## src/rtl/md_unit.sv

```systemverilog
// Iterative radix-2 multiply/divide unit: shift-add multiply, restoring divide,
// signed operands handled as magnitudes with a final sign-correction step.
module md_unit #(
    parameter int WIDTH = 32
) (
    input  logic             clk,
    input  logic             reset,
    input  logic             start,
    input  logic             op,
    input  logic             sgn,
    input  logic [WIDTH-1:0] a,
    input  logic [WIDTH-1:0] b,
    input  logic             flush,
    output logic             busy,
    output logic             done,
    output logic             div0,
    output logic [WIDTH-1:0] hi,
    output logic [WIDTH-1:0] lo
);

    localparam int CW = $clog2(WIDTH);

    localparam logic [1:0] S_IDLE = 2'd0;
    localparam logic [1:0] S_RUN  = 2'd1;
    localparam logic [1:0] S_FIX  = 2'd2;
    localparam logic [1:0] S_DONE = 2'd3;

    logic [1:0]       r_state;
    logic [CW-1:0]    r_cnt;
    logic             r_op;
    logic             r_neg_q;
    logic             r_neg_r;
    logic             r_dz;
    logic [WIDTH-1:0] r_m;
    logic [WIDTH-1:0] r_p_hi;
    logic [WIDTH-1:0] r_p_lo;
    logic             r_busy;
    logic             r_done;
    logic             r_div0;
    logic [WIDTH-1:0] r_hi;
    logic [WIDTH-1:0] r_lo;

    logic [1:0]         w_next_state;
    logic [WIDTH-1:0]   w_a_mag;
    logic [WIDTH-1:0]   w_b_mag;
    logic               w_b_zero;
    logic [WIDTH:0]     w_mul_sum;
    logic [WIDTH:0]     w_div_shift;
    logic               w_div_ge;
    logic [WIDTH-1:0]   w_div_rem;
    logic [2*WIDTH-1:0] w_prod;
    logic [2*WIDTH-1:0] w_prod_fix;
    logic [WIDTH-1:0]   w_fix_hi;
    logic [WIDTH-1:0]   w_fix_lo;

    assign w_a_mag  = (sgn && a[WIDTH-1]) ? (-a) : a;
    assign w_b_mag  = (sgn && b[WIDTH-1]) ? (-b) : b;
    assign w_b_zero = (b == {WIDTH{1'b0}});

    // One shift-add step: the low half doubles as the multiplier shift register.
    assign w_mul_sum = {1'b0, r_p_hi} + (r_p_lo[0] ? {1'b0, r_m} : {(WIDTH+1){1'b0}});

    // Restoring divide step; the difference always fits WIDTH bits when taken.
    assign w_div_shift = {r_p_hi, r_p_lo[WIDTH-1]};
    assign w_div_ge    = (w_div_shift >= {1'b0, r_m});
    assign w_div_rem   = w_div_shift[WIDTH-1:0] - r_m;

    assign w_prod     = {r_p_hi, r_p_lo};
    assign w_prod_fix = r_neg_q ? (-w_prod) : w_prod;

    // Sign correction of the finished magnitude result.
    always_comb begin
        w_fix_hi = r_hi;
        w_fix_lo = r_lo;
        if (r_op) begin
            w_fix_lo = r_neg_q ? (-r_p_lo) : r_p_lo;
            w_fix_hi = r_neg_r ? (-r_p_hi) : r_p_hi;
        end else begin
            w_fix_hi = w_prod_fix[2*WIDTH-1:WIDTH];
            w_fix_lo = w_prod_fix[WIDTH-1:0];
        end
    end

    // Next-state logic; flush only aborts RUN and FIX.
    always_comb begin
        w_next_state = S_IDLE;
        case (r_state)
            S_IDLE: begin
                if (start) begin
                    w_next_state = (op && w_b_zero) ? S_DONE : S_RUN;
                end else begin
                    w_next_state = S_IDLE;
                end
            end
            S_RUN: begin
                if (flush) begin
                    w_next_state = S_IDLE;
                end else if (r_cnt == {CW{1'b0}}) begin
                    w_next_state = S_FIX;
                end else begin
                    w_next_state = S_RUN;
                end
            end
            S_FIX:   w_next_state = flush ? S_IDLE : S_DONE;
            S_DONE:  w_next_state = S_IDLE;
            default: w_next_state = S_IDLE;
        endcase
    end

    // State, datapath and registered outputs; done lags the DONE state by one edge.
    always_ff @(posedge clk) begin
        if (reset) begin
            r_state <= S_IDLE;
            r_cnt   <= {CW{1'b0}};
            r_op    <= 1'b0;
            r_neg_q <= 1'b0;
            r_neg_r <= 1'b0;
            r_dz    <= 1'b0;
            r_m     <= {WIDTH{1'b0}};
            r_p_hi  <= {WIDTH{1'b0}};
            r_p_lo  <= {WIDTH{1'b0}};
            r_busy  <= 1'b0;
            r_done  <= 1'b0;
            r_div0  <= 1'b0;
            r_hi    <= {WIDTH{1'b0}};
            r_lo    <= {WIDTH{1'b0}};
        end else begin
            r_state <= w_next_state;
            r_busy  <= (w_next_state != S_IDLE);
            r_done  <= (r_state == S_DONE);
            case (r_state)
                S_IDLE: begin
                    if (start) begin
                        r_op    <= op;
                        r_neg_q <= sgn & (a[WIDTH-1] ^ b[WIDTH-1]);
                        r_neg_r <= sgn & a[WIDTH-1];
                        r_dz    <= op & w_b_zero;
                        r_m     <= w_b_mag;
                        r_p_hi  <= {WIDTH{1'b0}};
                        r_p_lo  <= w_a_mag;
                        r_cnt   <= CW'(WIDTH - 1);
                    end
                end
                S_RUN: begin
                    if (!flush) begin
                        r_cnt <= r_cnt - {{(CW-1){1'b0}}, 1'b1};
                        if (r_op) begin
                            r_p_hi <= w_div_ge ? w_div_rem : w_div_shift[WIDTH-1:0];
                            r_p_lo <= {r_p_lo[WIDTH-2:0], w_div_ge};
                        end else begin
                            r_p_hi <= w_mul_sum[WIDTH:1];
                            r_p_lo <= {w_mul_sum[0], r_p_lo[WIDTH-1:1]};
                        end
                    end
                end
                S_FIX: begin
                    if (!flush) begin
                        r_hi <= w_fix_hi;
                        r_lo <= w_fix_lo;
                    end
                end
                S_DONE:  r_div0 <= r_dz;
                default: r_div0 <= r_div0;
            endcase
        end
    end

    assign busy = r_busy;
    assign done = r_done;
    assign div0 = r_div0;
    assign hi   = r_hi;
    assign lo   = r_lo;

endmodule

```

## config.mk

```make
export PLATFORM = sky130hd
export DESIGN_NAME = md_unit
export DESIGN_NICKNAME = d
export VERILOG_FILES = /design/src/rtl/md_unit.sv
export SDC_FILE = /design/constraint.sdc
export NUM_CORES = 1
export LEC_CHECK = 0
export BUFFER_PORTS_ARGS = -buffer_cell sky130_fd_sc_hd__buf_2
export CAP_MARGIN = 10
export CORE_ASPECT_RATIO = 1.25
export CORE_MARGIN = 10
export CORE_UTILIZATION = 55
export DETAILED_ROUTE_END_ITERATION = 8
export PLACE_DENSITY_LB_ADDON = 0.12
export SYNTH_ARGS = -nofsm -noshare
export SYNTH_HDL_FRONTEND = slang
export SYNTH_SLANG_ARGS = --single-unit
```

## constraint.sdc

```tcl
create_clock -name clk -period 3.8 [get_ports clk]
set_clock_uncertainty 0.05 [all_clocks]
set_input_delay 0.19 -clock clk [delete_from_list [all_inputs] [get_ports clk]]
set_output_delay 0.19 -clock clk [all_outputs]
set_load 0.01 [all_outputs]
```

==> flow_summary.json <==
{
  "placementRows": 64,
  "synth_most_common_cell": "nor2_1",
  "wl_um": 48500,
  "grtUsageMet3_pct": 4.71,
  "outcome": "completed",
  "syn_to_final_growth_pct": 15.1,
  "coreArea_mm2": 0.0243,
  "wl_per_cell_um": 20.9,
  "yosysWarnings": 0,
  "drv_cap": 0,
  "cts_setup_buffers": 0,
  "pre_cts_ws_ns": 0.195,
  "crit_arrival_ns": 3.86,
  "grtUsageMet1_pct": 31.7,
  "rr_worst_depth": 13,
  "grt_pass1_wl_um": 75100,
  "fmaxAchievable_mhz": 279,
  "ys.flop_type": "dfxtp_1",
  "grt_setup_unrepaired": "false",
  "ys_types": 77,
  "clock_path_buffers": 2,
  "via_count": 14460,
  "final_nets": 2112,
  "finalSetupViolCount": 0,
  "min_to": "r_m[13]",
  "grt_max_degree": 99,
  "via_per_inst": 6.25,
  "io_pins": 137,
  "min_period_ns": 3.59,
  "setup_tns_ns": 0,
  "synthTopCellsByArea": "dfxtp_1, a21oi_1, ha_1",
  "clk_pin_slew_worst_paths_ns": 0.08,
  "track_usage_pct": 29.8,
  "synth_top_family_by_area": "compound AO/OA/AOI/OAI gates",
  "synth-adder-area-share_pct": 6.67,
  "tightest_slew_ns": 0.898,
  "hold_path_startpoint": "b[13]",
  "clock_latency_ns": 0.45,
  "placement.io_buffers": 136,
  "die_area_mm2": 0.0314,
  "synth_xor_area_share_pct": 10.7,
  "critPathLaunchType": "flop",
  "syn_inst": 1833,
  "grt-ovfl-total": 0,
  "synth_fp_nets": 1974,
  "initial_core_util_pct": 55.7,
  "placed_area_mm2": 0.0149,
  "drtIter0Drc": 1148,
  "stdcell_area_mm2": 0.0156,
  "clkSinkCount": 174,
  "cts_tree": "done",
  "synthTopCellsByCount": "nor2_1, nand2_1, a21oi_1",
  "cts-root-buf": "clkbuf_16",
  "drcViolationCount": 0,
  "layout-drive-gt1-share_pct": 14.6,
  "p_leak_nw": 6.45,
  "muxShareOfSynthArea_pct": 3.10,
  "die_y_um": 195,
  "grt_pass1_vias": 13818,
  "dp_hpwl_um": 37900,
  "antenna_found_initial": 0,
  "avgSynthCellArea_um2": 7.39,
  "fin_worst_hold_slack_ns": 0.00829,
  "setup_ws_ns": 0.213,
  "holdCritPathClass": "input port to flop",
  "worstHoldPathCells": 3,
  "cts_made_buffers": 17,
  "num_antenna_cells": 0,
  "synth_largest_area_cell": "dfxtp_1",
  "slew_violations": 0,
  "synth-edff-count": 0,
  "gp_congestion": 0.985,
  "crit_type": "flop to flop",
  "synth_seq_area_share_pct": 25.7,
  "postRouteAntennaNets": 0,
  "final-hold-violation-count": 0,
  "r2r-end": "r_p_hi[31]",
  "path_max_fanout": 20,
  "p_per_area_mw_per_mm2": 337,
  "r2r-start": "r_p_lo[0]",
  "gr-usage-met2_pct": 52.0,
  "crit_required_ns": 4.08,
  "drt_pre_antenna_iters": 7,
  "synth_compound_area_share_pct": 26.9,
  "synth.top_cell.area_share_pct": 25.7,
  "top_usage_layer": "met2",
  "synthArstFlopShare_pct": 0,
  "netlist_area_mm2": 0.0135,
  "htree_levels": 4,
  "maxSlewHeadroom_pct": 40.0,
  "die_w_um": 160,
  "ys_ff_latch": 174,
  "ff2ff_setup_slack_ns": 0.21,
  "peakVddDrop_mv": 0.322,
  "cp-end-kind": "flop",
  "finalCritPeriodShare_pct": 94.4,
  "yosys.area_share.simple_pct": 22.0
}
==> power by group <==
group / switching (mW) / leakage (nW) / internal [mW]
Combinational: 0.842 / 4.73 / 0.500
Sequential: 0.0914 / 1.42 / 1.91
Clock: 0.890 / 0.308 / 1.03
Total: 1.82 / 6.45 / 3.43
==> sequential cells by signal (all words and copies together) (netlist names), 2 cells and up <==
name     count
r_m         32
r_p_lo      32
r_cnt        5
r_p_hi      32
r_state      2
hi          32
lo          32
==> metrics by stage <==
stage | instances | power, mW | util [%]
after global placement | 2281 | 3.34 | 61.4
after floorplan | 1833 | 2.91 | -
after global routing | 2314 | 5.47 | 64.1
final | 2314 | 5.26 | 64.1
after detailed placement | 2281 | 3.35 | 61.4
after CTS | 2314 | 5.24 | 64.0
==> cell type report <==
type | instances | area [um^2]
multi-input combinational | 1483 | 9420
fill | 2286 | 8740
sequential | 174 | 3480
timing repair buffer | 224 | 1370
clock buffer | 18 | 439
tap | 330 | 413
inverter | 71 | 267
clock inverter | 14 | 201
==> logic make-up after synthesis <==
logic type | count (synthesis)
xor+xnor | 166
mux | 42
fa+ha+maj | 71
buf+inv | 176
compound gates | 565
flops | 174
simple gates | 639
==> cell usage in the layout (no fill, tap or decap), drive strengths merged, types with 11 or more instances in the layout <==
| master | n |
|---|---|
| and3 | 11 |
| a21oi | 186 |
| nor3 | 39 |
| or2 | 12 |
| a211oi | 79 |
| dfxtp | 174 |
| nand2 | 206 |
| clkbuf | 18 |
| xor2 | 76 |
| or3 | 22 |
| ha | 69 |
| a22oi | 16 |
| or4 | 15 |
| nand3 | 29 |
| nor4 | 20 |
| a31oi | 16 |
| o31ai | 19 |
| inv | 76 |
| o211ai | 35 |
| xnor2 | 90 |
| nor2 | 212 |
| o21ai | 100 |
| buf | 223 |
| a21o | 23 |
| nand3b | 11 |
| nand2b | 21 |
| mux2i | 42 |
| o41ai | 11 |
==> how the worst max path moves through the flow <==
| stage | endpoint | from |
|---|---|---|
| floorplan | r_p_hi[31] | r_p_lo[0] |
| global placement | hi[19] | r_p_lo[3] |
| detailed placement | hi[21] | r_p_lo[3] |
| CTS | hi[21] | r_p_lo[3] |
| global route | r_p_hi[31] | r_p_lo[0] |
| finish | r_p_hi[31] | r_p_lo[0] |
==> critical path, cell delays in order, from the launching register on <==
cell       delay, ns
dfxtp_1         0.32
inv_1           0.14
buf_12          0.17
nor2_1          0.06
ha_1            0.35
a21o_1          0.23
a221oi_1        0.31
o221ai_1        0.16
a41oi_1         0.31
a21boi_0        0.22
a2111oi_1       0.47
nor3_1          0.13
a2111oi_1       0.40
o31ai_1         0.13
==> repair_timing <==
action	4_1_cts	5_1_grt
endpoints found under the setup margin	0	3
hold buffers	1	0
hold endpoints to repair	1	0
resized for setup	0	3
==> routing by layer <==
metal  share of wire (%)  vias to the layer above
li1                    -                     6891
met1                  37                     6788
met2                  49                      588
met3                 5.7                      193
met4                 8.2                        0
met5                   0                        -
(Power assumes the default switching activity.)
